File: config.mk
export PLATFORM = sky130hd
export DESIGN_NAME = ysyx_24080006_lsu_master
export DESIGN_NICKNAME = d
export VERILOG_FILES = /design/src/rtl/ysyx_24080006_lsu_master.sv
export SDC_FILE = /design/constraint.sdc
export NUM_CORES = 1
export LEC_CHECK = 0
export ABC_AREA = 1
export CAP_MARGIN = 20
export CORE_MARGIN = 4
export CORE_UTILIZATION = 25
export CTS_CLUSTER_DIAMETER = 100
export DETAILED_ROUTE_END_ITERATION = 12
export HOLD_SLACK_MARGIN = 0.06
export SLEW_MARGIN = 20
export SYNTH_ARGS = -nofsm -noshare
export SYNTH_HDL_FRONTEND = slang
export SYNTH_SLANG_ARGS = --single-unit
File: constraint.sdc
create_clock -name clock -period 2 [get_ports clock]
set_input_delay 0.2 -clock clock [delete_from_list [all_inputs] [get_ports clock]]
set_output_delay 0.2 -clock clock [all_outputs]
set_load 0.005 [all_outputs]
File: src/rtl/ysyx_24080006_lsu_master.sv
// ---------------------------------------------------------------------------
// ysyx_24080006_lsu_master
//
// Single-outstanding AXI4 master for the core load/store unit. One core
// request (load or store, byte/half/word) becomes one single-beat AXI
// transaction: loads use AR/R, stores use AW/W/B. Stores are lane-steered
// with a matching write strobe. Load data is extracted from the addressed
// lane and sign- or zero-extended.
//
// Optional build macro:
//   YSYX_24080006_LSU_MISALIGN_TRAP_EN
//     defined   : a misaligned half/word request produces no bus traffic and
//                 completes one cycle later with rsp_err = 1, rsp_rdata = 0.
//     undefined : misaligned requests are issued unchanged. Lanes shifted
//                 past bit 31 are dropped.
//
// Ports:
//   clock, reset              clock, synchronous active-high reset
//   req_valid/req_ready       core request handshake (ready = idle)
//   req_we                    1 = store, 0 = load
//   req_addr, req_wdata       byte address, right-aligned store data
//   req_funct3                RV funct3 (b/h/w/bu/hu; others act as word)
//   rsp_valid                 one-cycle completion pulse
//   rsp_rdata, rsp_err        extended load data (0 for stores), bus error
//   aw*/w*/b*                 AXI write address/data/response channels
//   ar*/r*                    AXI read address/data channels
// ---------------------------------------------------------------------------
module ysyx_24080006_lsu_master #(
  parameter int ADDR_W = 32,
  parameter int DATA_W = 32
) (
  input  logic              clock,
  input  logic              reset,

  input  logic              req_valid,
  output logic              req_ready,
  input  logic              req_we,
  input  logic [ADDR_W-1:0] req_addr,
  input  logic [DATA_W-1:0] req_wdata,
  input  logic [2:0]        req_funct3,

  output logic              rsp_valid,
  output logic [DATA_W-1:0] rsp_rdata,
  output logic              rsp_err,

  output logic [ADDR_W-1:0] awaddr,
  output logic              awvalid,
  input  logic              awready,
  output logic [2:0]        awsize,

  output logic [DATA_W-1:0] wdata,
  output logic [3:0]        wstrb,
  output logic              wlast,
  output logic              wvalid,
  input  logic              wready,

  input  logic [1:0]        bresp,
  input  logic              bvalid,
  output logic              bready,

  output logic [ADDR_W-1:0] araddr,
  output logic [2:0]        arsize,
  output logic              arvalid,
  input  logic              arready,

  input  logic [DATA_W-1:0] rdata,
  input  logic [1:0]        rresp,
  input  logic              rlast,
  input  logic              rvalid,
  output logic              rready
);

  typedef enum logic [2:0] {
    IDLE    = 3'd0,
    RD_AR   = 3'd1,
    RD_R    = 3'd2,
    WR_AW_W = 3'd3,
    WR_B    = 3'd4
  } state_e;

  state_e              state_q, state_d;
  logic [ADDR_W-1:0]   addr_q, addr_d;
  logic [2:0]          funct3_q, funct3_d;
  logic [2:0]          size_q, size_d;
  logic [DATA_W-1:0]   wdata_q, wdata_d;
  logic [3:0]          wstrb_q, wstrb_d;
  logic                arvalid_q, arvalid_d;
  logic                rready_q, rready_d;
  logic                awvalid_q, awvalid_d;
  logic                wvalid_q, wvalid_d;
  logic                bready_q, bready_d;
  logic                aw_done_q, aw_done_d;
  logic                w_done_q, w_done_d;
  logic                rsp_valid_q, rsp_valid_d;
  logic [DATA_W-1:0]   rsp_rdata_q, rsp_rdata_d;
  logic                rsp_err_q, rsp_err_d;

  // Single-beat only; rlast carries no information for this master.
  logic unused_rlast;
  assign unused_rlast = rlast;

  // Encodings 011 and 11x fall through to a word access.
  logic [2:0] req_size;
  assign req_size = req_funct3[1] ? 3'd2 : {1'b0, req_funct3[1:0]};

  logic [DATA_W-1:0] req_wdata_steered;
  logic [3:0]        req_wstrb;
  always_comb begin
    req_wdata_steered = req_wdata << {req_addr[1:0], 3'b000};
    case (req_size)
      3'd0:    req_wstrb = 4'b0001 << req_addr[1:0];
      3'd1:    req_wstrb = 4'b0011 << req_addr[1:0];
      default: req_wstrb = 4'b1111;
    endcase
  end

`ifdef YSYX_24080006_LSU_MISALIGN_TRAP_EN
  logic req_misaligned;
  assign req_misaligned = ((req_size == 3'd1) && req_addr[0]) ||
                          ((req_size == 3'd2) && (req_addr[1:0] != 2'b00));
`endif

  // Load extraction from the addressed lane.
  logic [DATA_W-1:0] ld_shift;
  logic [DATA_W-1:0] ld_data;
  always_comb begin
    ld_shift = rdata >> {addr_q[1:0], 3'b000};
    case (funct3_q)
      3'b000:  ld_data = {{24{ld_shift[7]}}, ld_shift[7:0]};
      3'b001:  ld_data = {{16{ld_shift[15]}}, ld_shift[15:0]};
      3'b100:  ld_data = {24'd0, ld_shift[7:0]};
      3'b101:  ld_data = {16'd0, ld_shift[15:0]};
      default: ld_data = ld_shift;
    endcase
  end

  logic aw_hs, w_hs;
  assign aw_hs = awvalid_q && awready;
  assign w_hs  = wvalid_q && wready;

  always_comb begin
    state_d     = state_q;
    addr_d      = addr_q;
    funct3_d    = funct3_q;
    size_d      = size_q;
    wdata_d     = wdata_q;
    wstrb_d     = wstrb_q;
    arvalid_d   = arvalid_q;
    rready_d    = rready_q;
    awvalid_d   = awvalid_q;
    wvalid_d    = wvalid_q;
    bready_d    = bready_q;
    aw_done_d   = aw_done_q;
    w_done_d    = w_done_q;
    rsp_valid_d = 1'b0;
    rsp_rdata_d = rsp_rdata_q;
    rsp_err_d   = rsp_err_q;

    case (state_q)
      IDLE: begin
        if (req_valid && req_ready) begin
          addr_d   = req_addr;
          funct3_d = req_funct3;
          size_d   = req_size;
          wdata_d  = req_wdata_steered;
          wstrb_d  = req_wstrb;
`ifdef YSYX_24080006_LSU_MISALIGN_TRAP_EN
          if (req_misaligned) begin
            rsp_valid_d = 1'b1;
            rsp_err_d   = 1'b1;
            rsp_rdata_d = '0;
          end else
`endif
          if (req_we) begin
            awvalid_d = 1'b1;
            wvalid_d  = 1'b1;
            aw_done_d = 1'b0;
            w_done_d  = 1'b0;
            state_d   = WR_AW_W;
          end else begin
            arvalid_d = 1'b1;
            state_d   = RD_AR;
          end
        end
      end

      RD_AR: begin
        if (arready) begin
          arvalid_d = 1'b0;
          rready_d  = 1'b1;
          state_d   = RD_R;
        end
      end

      RD_R: begin
        if (rvalid) begin
          rready_d    = 1'b0;
          rsp_valid_d = 1'b1;
          rsp_err_d   = (rresp != 2'b00);
          rsp_rdata_d = ld_data;
          state_d     = IDLE;
        end
      end

      WR_AW_W: begin
        // AW and W retire independently; both may complete in one cycle.
        if (aw_hs) awvalid_d = 1'b0;
        if (w_hs)  wvalid_d  = 1'b0;
        aw_done_d = aw_done_q || aw_hs;
        w_done_d  = w_done_q || w_hs;
        if (aw_done_d && w_done_d) begin
          bready_d = 1'b1;
          state_d  = WR_B;
        end
      end

      WR_B: begin
        if (bvalid) begin
          bready_d    = 1'b0;
          rsp_valid_d = 1'b1;
          rsp_err_d   = (bresp != 2'b00);
          rsp_rdata_d = '0;
          state_d     = IDLE;
        end
      end

      default: state_d = IDLE;
    endcase
  end

  always_ff @(posedge clock) begin
    if (reset) begin
      state_q     <= IDLE;
      addr_q      <= '0;
      funct3_q    <= '0;
      size_q      <= '0;
      wdata_q     <= '0;
      wstrb_q     <= '0;
      arvalid_q   <= 1'b0;
      rready_q    <= 1'b0;
      awvalid_q   <= 1'b0;
      wvalid_q    <= 1'b0;
      bready_q    <= 1'b0;
      aw_done_q   <= 1'b0;
      w_done_q    <= 1'b0;
      rsp_valid_q <= 1'b0;
      rsp_rdata_q <= '0;
      rsp_err_q   <= 1'b0;
    end else begin
      state_q     <= state_d;
      addr_q      <= addr_d;
      funct3_q    <= funct3_d;
      size_q      <= size_d;
      wdata_q     <= wdata_d;
      wstrb_q     <= wstrb_d;
      arvalid_q   <= arvalid_d;
      rready_q    <= rready_d;
      awvalid_q   <= awvalid_d;
      wvalid_q    <= wvalid_d;
      bready_q    <= bready_d;
      aw_done_q   <= aw_done_d;
      w_done_q    <= w_done_d;
      rsp_valid_q <= rsp_valid_d;
      rsp_rdata_q <= rsp_rdata_d;
      rsp_err_q   <= rsp_err_d;
    end
  end

  // Held off during the response cycle so a new request starts after it.
  assign req_ready = (state_q == IDLE) && !rsp_valid_q;

  assign rsp_valid = rsp_valid_q;
  assign rsp_rdata = rsp_rdata_q;
  assign rsp_err   = rsp_err_q;

  assign awaddr  = addr_q;
  assign awsize  = size_q;
  assign awvalid = awvalid_q;
  assign wdata   = wdata_q;
  assign wstrb   = wstrb_q;
  assign wlast   = 1'b1;
  assign wvalid  = wvalid_q;
  assign bready  = bready_q;

  assign araddr  = addr_q;
  assign arsize  = size_q;
  assign arvalid = arvalid_q;
  assign rready  = rready_q;

endmodule
### Word level (Yosys, flattened, before mapping)

Index checks and enable logic that the tools add are counted.

* eq/ne operators: 17
* shift-type cells: 4
* multiplexer cells: 39
* reduce and logical (&&, ||, !) cells: 27

Operators by type and width (number)
* 32-bit one-hot mux with 4 select lines: 1
* 32-bit 2-to-1 mux: 2
* 32-bit one-hot mux with 2 select lines: 1
* 32-bit by 5-bit << shifter with 32-bit output: 1
* 32-bit by 5-bit right shift with 32-bit output: 1
* 2-bit != test (second input constant): 9
* 1-bit one-hot mux with 2 select lines: 9
* 1-bit 2-to-1 mux: 17
* 3-bit 2-to-1 mux: 5
* 3-bit one-hot mux with 5 select lines: 1
* 2-bit nonzero test: 7
* 3-bit AND reduction: 4
* 4-bit AND reduction: 3
* 3-bit equality test (second input constant): 3
* 3-bit logical NOT: 3
* 4-bit one-hot mux with 2 select lines: 1
* 3-bit by 1-bit equality test with 1-bit output (second input constant): 2
* 3-bit by 2-bit equality test with 1-bit output (second input constant): 2
* 1-bit logical AND: 5
* 5-bit AND reduction: 1
* 2-bit 2-to-1 mux: 2
* 1-bit by 2-bit << shifter with 4-bit output (first input constant): 1
* 2-bit by 2-bit << shifter with 4-bit output (first input constant): 1
* 2-bit by 1-bit equality test with 1-bit output (second input constant): 1
* 3 further kinds: 4

* register bits after elaboration: 118
* input port bits: 113
* output and inout bits: 147
* word-level logic and storage cells: 103

### Longest topological paths before layout

Gate-level depths: netlist of run 1.

* depth after elaboration: 5
* depth in mapped cells: 11
* depth with buffers taken out: 9

### Least setup slack after synthesis of run 1

OpenSTA, ideal clock, no wires.

* path type: register -> register
* start: register addr_q[0], in the netlist araddr[0]
* end: register rsp_rdata_q[24], in the netlist rsp_rdata[24]
* setup time: 0.132 ns
* arrival time: 1.298 ns
* required time: 1.868 ns
* setup slack: 0.570 ns
* stages on the path, launching flop included: 10
* buffers on the path: 2
* clock period less this slack: 1.430 ns
* cells stage by stage: dfxtp_1 > buf_2 > inv_2 > nand2_1 > nand3_1 > nand3_4 > nand3_2 > buf_4 > nand2_1 > a21oi_1

* cells in the longest elaborated chain, start to end: 4

RTL lines
* start: declaration: RTL line 82 `logic [ADDR_W-1:0] addr_q, addr_d;`
* start signal: assignment: RTL line 251 `addr_q <= addr_d;`
* 32-bit by 5-bit right shift with 32-bit output: RTL line 127 `ld_shift = rdata >> {addr_q[1:0], 3'b000};`
* 32-bit one-hot mux with 4 select lines: RTL line 128 `case (funct3_q)`
* 32-bit 2-to-1 mux: RTL line 196 `if (rvalid) begin`
* 32-bit one-hot mux with 2 select lines: RTL line 159 `case (state_q)`
* end signal: assignment: RTL line 264 `rsp_rdata_q <= rsp_rdata_d;`
* end: declaration: RTL line 95 `logic [DATA_W-1:0] rsp_rdata_q, rsp_rdata_d;`

Every way passes these cells. The select of a mux whose other input is x is not followed.
A chain may end at the register's enable or synchronous reset.

### Worst setup path in the final report of run 1

* start: register state_q[0]
* end: output req_ready

* cells in the longest elaborated chain, start to end: 2

RTL lines
* start: declaration: RTL line 81 `state_e state_q, state_d;`
* start signal: assignment: RTL line 250 `state_q <= state_d;`
* 3-bit logical NOT: RTL line 270 `assign req_ready = (state_q == IDLE) && !rsp_valid_q;`
* 1-bit logical AND: RTL line 270
* end: declaration: RTL line 36 `output logic req_ready,`

Every way passes these cells.

==> metrics.txt, run 1 <==
run status=finished, final reports clean; Final min period=between 1500 and 2000 ps; Seq pwr share=roughly 33%; Synth Area per Inst=6.79 um2; Synth Cell Area=approximately 0.0058 mm2; number of global-route vias before repair=5979; Pint=5.84 mW; Worst-Skew Late Latency=roughly 420 ps; crit-path most repeated cell=nor2_4; routed via count=6169; Crit Path Category=flop to output port; Chip Height=~160 um; crit-path max cell delay=about 550 ps; area delta synth->final=53.3%; Setup Fix Bufs, Post-CTS=0; Net Sw Frac=31.7%; H-tree depth=4; clock transition at the registers of the reported paths=~60 ps; Antenna Nets Post-Route=0; Arr. time, crit path=~1700 ps; Vias per Instance=about 4.5; largest net degree at the start of global routing=80; Switch Pwr=between 2 and 3 mW; layout cells sized above 1=approximately 6.6%; synthesized flop and latch total=116; die area=between 0.02 and 0.03 mm2; clock buffer depth=2; sequential area share after synthesis=between 30 and 40%; max-cap viol count=0; slew margin rel.=between 30% and 40%; Setup TNS Final=0 ps; # diodes=0; DPL Wire Length=15300 um; Crit-path slowest cell=clkdlybuf4s50_1; clock group share of total power=36.2%; leakage power=~3.6 nW; DP Area=0.00833 mm2; RSZ-0062 raised after global routing=no; Residual DRC=0; Clock Skews=a little over 8 ps; final setup violation count=0; core area=0.0228 mm2; CTS Hold Bufs=0; YS warnings=0; combinational power share=30.7%; die width=roughly 160 um; IO buf count=255; CTS Root Cell=clkbuf_16; final wirelength=21200 um; total CTS buffers=17; Final Cycle Share=95.4%; Clock Sinks=116; cells along the critical path=nor2_4 -> nand2_2 -> nor2_4 -> clkdlybuf4s50_1; RD Place Congestion=slightly above 0.8; first-pass GRT wire length=approximately 33000 um; Synth Instances=858; Power Density=about 960 mW/mm2; Cell Rows=between 50 and 60; Post-layout nets=1169; nature of the critical path startpoint=flop; Initial DRT Pass Iterations=6; Synth cell types=31; global route overflow=0; Req. time, crit path=roughly 1800 ps; f_max=between 500 and 600 MHz; multi-input logic area=~0.0027 mm2; fillers=between 2000 and 2500; post-CTS sizing=0; antenna violations before repair=1; pre-CTS setup slack=around 230 ps; Worst Hold Class=primary input to flop; crit path max fanout=8; crit end category=output port; TritonCTS clock tree=yes; Final Max Slew Viols=0; Setup WS post-layout=91.9 ps; final hold vios=0; final instance area=0.00893 mm2; Seq. cell area=about 0.0023 mm2; Worst-Margin Slew=between 900 and 1000 ps; Iter 0 DRT Violations=approximately 420; worst vdd ir=roughly 0.46 mV; DR WL/cell=between 15 and 20 um; GRT Overall Usage=between 15 and 20%; Ports=260; initial core utilization=roughly 26%
[worst paths after layout]
path / from / to / slack (ps) / cells after the start
worst max-delay path: state_q[0] / req_ready / 90 / 4
worst min-delay path: req_addr[22] / araddr[22] / 330 / 3
worst max register to register: state_q[0] / rsp_rdata[9] / 280 / 6
worst min register to register: w_done_q / w_done_q / 460 / 2
[cell type report]
cell class                      instances  share of cell area [%]
Inverter                               44                    1.88
Sequential cell                       116                    26.0
Clock inverter                         11                    1.42
Clock buffer                           21                    5.27
Tap cell                              313                    4.39
Timing Repair Buffer                  274                    30.4
Multi-Input combinational cell        603                    30.6
[stage by stage]
stage / hold WS (ps) / util (%) / cells / power (mW)
after floorplan: 343 / - / 859 / 4.31
after global placement: 435 / 36.6 / 1350 / 5.51
after detailed placement: 451 / 36.6 / 1350 / 5.52
after CTS: 312 / 39.2 / 1382 / 8.67
after global routing: 319 / 39.2 / 1382 / 9.06
final: 332 / 39.2 / 1382 / 8.55
[cells by family after synthesis]
| logic type | share of synthesized area (%) |
|---|---|
| AOI/OAI and AO/OA | 18.5 |
| buffers and inverters | 13.2 |
| DFF | 39.9 |
| muxes | 0.172 |
| other | 0.129 |
| and+or+nand+nor | 28.1 |
[critical path: cells and delay by family, from the launching register on]
family,cells,cell delay (ps)
simple gates,3,330
flops,1,410
buf+inv,1,550
[power by group through the flow]
| stage | combinational, mW | sequential, mW | clock (mW) |
|---|---|---|---|
| CTS | 2.67 | 2.83 | 3.18 |
| global route | 2.91 | 2.87 | 3.28 |
| detailed placement | 2.65 | 2.87 | 0 |
| global placement | 2.64 | 2.87 | 0 |
| finish | 2.63 | 2.82 | 3.09 |
| floorplan | 1.45 | 2.85 | 0 |
[cell usage in the layout (no fill, tap or decap), types with 8 or more instances in the layout]
| cell type | count |
|---|---|
| dfxtp_1 | 116 |
| buf_4 | 17 |
| o211ai_1 | 12 |
| clkdlybuf4s50_1 | 254 |
| a21oi_1 | 118 |
| inv_1 | 34 |
| clkbuf_16 | 17 |
| nand3_1 | 46 |
| nand2_1 | 267 |
| nor2_1 | 63 |
| o21ai_0 | 63 |
| o211a_1 | 8 |
[routing by layer]
metal,wire (um),global-route usage (%),vias to the layer above
met1,9180,19.7,2758
met4,348,4.77,2
met2,9620,25.6,239
met5,12,0,-
met3,2050,6.26,25
li1,-,-,3145
[Yosys cell counts (all sizes together)]
master	count	area, um2
or2	2	12.5
clkinv	4	15.0
nor2	67	272
o21ai	63	315
nor3	6	35.0
a21oi	118	591
nand2	272	1040
mux2i	1	10.0
conb	2	7.51
nand3b	1	7.51
o211a	8	80.1
dfxtp	116	2320
nand3	48	258
o211ai	12	90.1
nand4	2	12.5
clkbuf	27	103
inv	40	153
buf	69	500
[sequential cells by signal, summed over array words and instances, names as in the netlist, 3 cells and up]
name,flops
araddr,32
rsp_rdata,32
wdata,32
wstrb,4
funct3_q,3
state_q,3
Note: power is estimated with default switching activity, not from simulation.
==> run 2: changes to the inputs <==
CORE_UTILIZATION = 42   (was 25)
PLACE_DENSITY = 0.81   (was default)
clock period = 2.1 ns   (was 2 ns; I/O delays follow)
==> run 2 against run 1 <==
Critical path depth down 2. Critical path type unchanged. Sequential cell count unchanged. Design area down 1.5%. Largest cell class unchanged. Clock skew up 3.1 ps. Highest routed layer is now met4. Sequential share of layout area up 0.41 points. Utilization up 26 points. Die area down 39%. Power down 3.6%. Global-route usage up 8.0 points.
==> metrics.txt, run 2 (synthesis gave the netlist of run 1 again) <==
H-tree depth=4 (unchanged); GRT Overall Usage=23.9% (was 15.9%); Setup WS post-layout=111 ps (was 91.9 ps); Crit Path Category=flop to output port (unchanged); crit path max fanout=29 (was 8); Worst Hold Class=primary input to flop (unchanged); largest net degree at the start of global routing=80 (unchanged); TritonCTS clock tree=yes (unchanged); antenna violations before repair=0 (was 1); max-cap viol count=0 (unchanged); nature of the critical path startpoint=flop (unchanged); Final min period=about 2000 ps; f_max=just over 500 MHz; met2 usage=39.8% (was 25.6%); run status=finished, final reports clean (unchanged); met3 Use GR=9.06% (was 6.26%); clock buffer depth=2 (unchanged); final hold vios=0 (unchanged); fillers=1191 (was 2422); Seq. cell area=0.00232 mm2 (unchanged); Post-layout nets=1167 (was 1169); DP Area=0.00817 mm2 (was 0.00833 mm2); layout cells sized above 1=6.19% (was 6.64%); Power Density=937 mW/mm2 (was 957 mW/mm2); Initial DRT Pass Iterations=7 (was 6); initial core utilization=43.4% (was 25.6%); die area=0.0158 mm2 (was 0.0258 mm2); leading cell type in the layout, fill and taps excluded=nand2_1 (unchanged); post-CTS sizing=0 (unchanged); final setup violation count=0 (unchanged); Ports=260 (unchanged); final wirelength=19400 um (was 21200 um); Chip Height=126 um (was 161 um); Reg2Reg Setup Slack=350 ps (was 280 ps); DPL Wire Length=13800 um (was 15300 um); number of global-route vias before repair=6172 (was 5979); Vias per Instance=5.08 (was 4.46); Final Max Slew Viols=0 (unchanged); worst vdd ir=0.475 mV (was 0.457 mV); leakage power=3.59 nW (was 3.57 nW); area delta synth->final=51.0% (was 53.3%); routed via count=6310 (was 6169); crit end category=output port (unchanged); Arr. time, crit path=1780 ps (was 1710 ps); CTS Hold Bufs=0 (unchanged); DR WL/cell=15.6 um (was 15.3 um); WHS=323 ps (was 332 ps); Iter 0 DRT Violations=442 (was 417); die width=126 um (was 161 um); Worst-Skew Late Latency=420 ps (about the same); RD Place Congestion=0.895 (was 0.829); Setup TNS Final=0 ps (unchanged); core area=0.0134 mm2 (was 0.0228 mm2); Worst-Margin Slew=547 ps (was 904 ps); CTS Root Cell=clkbuf_16 (unchanged); first-pass GRT wire length=30800 um (was 32800 um); IO buf count=255 (unchanged); Crit-path slowest cell=dfxtp_1 (was clkdlybuf4s50_1); total CTS buffers=17 (unchanged); Clock Skews=11.3 ps (was 8.25 ps); GR peak layer=met2 (unchanged); cells along the critical path=buf_6 -> clkdlybuf4s50_1 (was nor2_4 -> nand2_2 -> nor2_4 -> clkdlybuf4s50_1); Req. time, crit path=1890 ps (was 1800 ps); Cell Rows=42 (was 55); multi-input logic area=0.00273 mm2 (unchanged); Clock Sinks=116 (unchanged); Util after Layout=65.6% (was 39.2%); pre-CTS setup slack=289 ps (was 227 ps); Antenna Nets Post-Route=0 (unchanged); # diodes=0 (unchanged); crit-path max cell delay=550 ps (about the same); M1 GR Usage=27.9% (was 19.7%); RSZ-0062 raised after global routing=no (unchanged); clock transition at the registers of the reported paths=50 ps (was 60 ps); commonest cells after routing, fill and taps aside=nand2_1, clkdlybuf4s50_1, a21oi_1 (unchanged); Setup Fix Bufs, Post-CTS=0 (unchanged); Final Cycle Share=94.7%; global route overflow=0 (unchanged); slew margin rel.=63.3% (was 39.8%); Residual DRC=0 (unchanged); final instance area=0.00879 mm2 (was 0.00893 mm2)
-- run 2: cell types whose count changed in the layout (fill, tap and decap cells not counted) --
| cell | change |
|---|---|
| inv_6 | -1 |
| buf_6 | +1 |
| clkinvlp_4 | -4 |
| clkinv_2 | +1 |
| bufinv_16 | +2 |
| buf_4 | -5 |
| buf_12 | +2 |
| clkbuf_1 | +2 |
| clkbuf_8 | -1 |
-- run 2: layout make-up --
cell class	instances	share of cell area (%)
multi-input combinational	603	31.1
timing repair buffer	272	31.1
tap	176	2.51
clock inverter	9	1.74
clock buffer	22	5.28
inverter	44	1.91
sequential	116	26.4
-- run 2: per-stage QoR --
step | power [mW] | instances
final | 8.24 | 1242
after global routing | 8.68 | 1242
after detailed placement | 5.23 | 1211
after floorplan | 4.10 | 859
after global placement | 5.19 | 1211
after CTS | 8.29 | 1242
-- run 2: critical path: cells and delay by family (launching register included) --
kind                   cells  cell delay [ps]
flip-flops                 1              550
buffers and inverters      2              820
-- run 2: routing by layer --
layer  wire, um  vias up  share of wire (%)
met5          0        -                  0
met4        445        0                2.3
met3       2050       35                 11
met2       9210      295                 48
met1       7660     2837                 40
li1           -     3143                  -
-- run 2: final timing paths --
check                 start       endpoint  depth (start not counted)
hold reg to reg     arvalid        arvalid                          2
setup reg to reg  araddr[0]  rsp_rdata[26]                          7
hold / removal        reset  rsp_rdata[16]                          3
setup / recovery  araddr[0]      awaddr[0]                          2
-- run 2: report_power, final --
part | switching [mW] | internal, mW
Sequential | 0.209 | 2.49
Clock | 1.00 | 2.04
Combinational | 1.25 | 1.25
Total | 2.46 | 5.77
==> run 3: changes to the inputs <==
CTS_CLUSTER_DIAMETER = default   (was 100)
==> results of run 3 <==
Same layout as run 2: the final DEF is identical, and so are final timing and power.
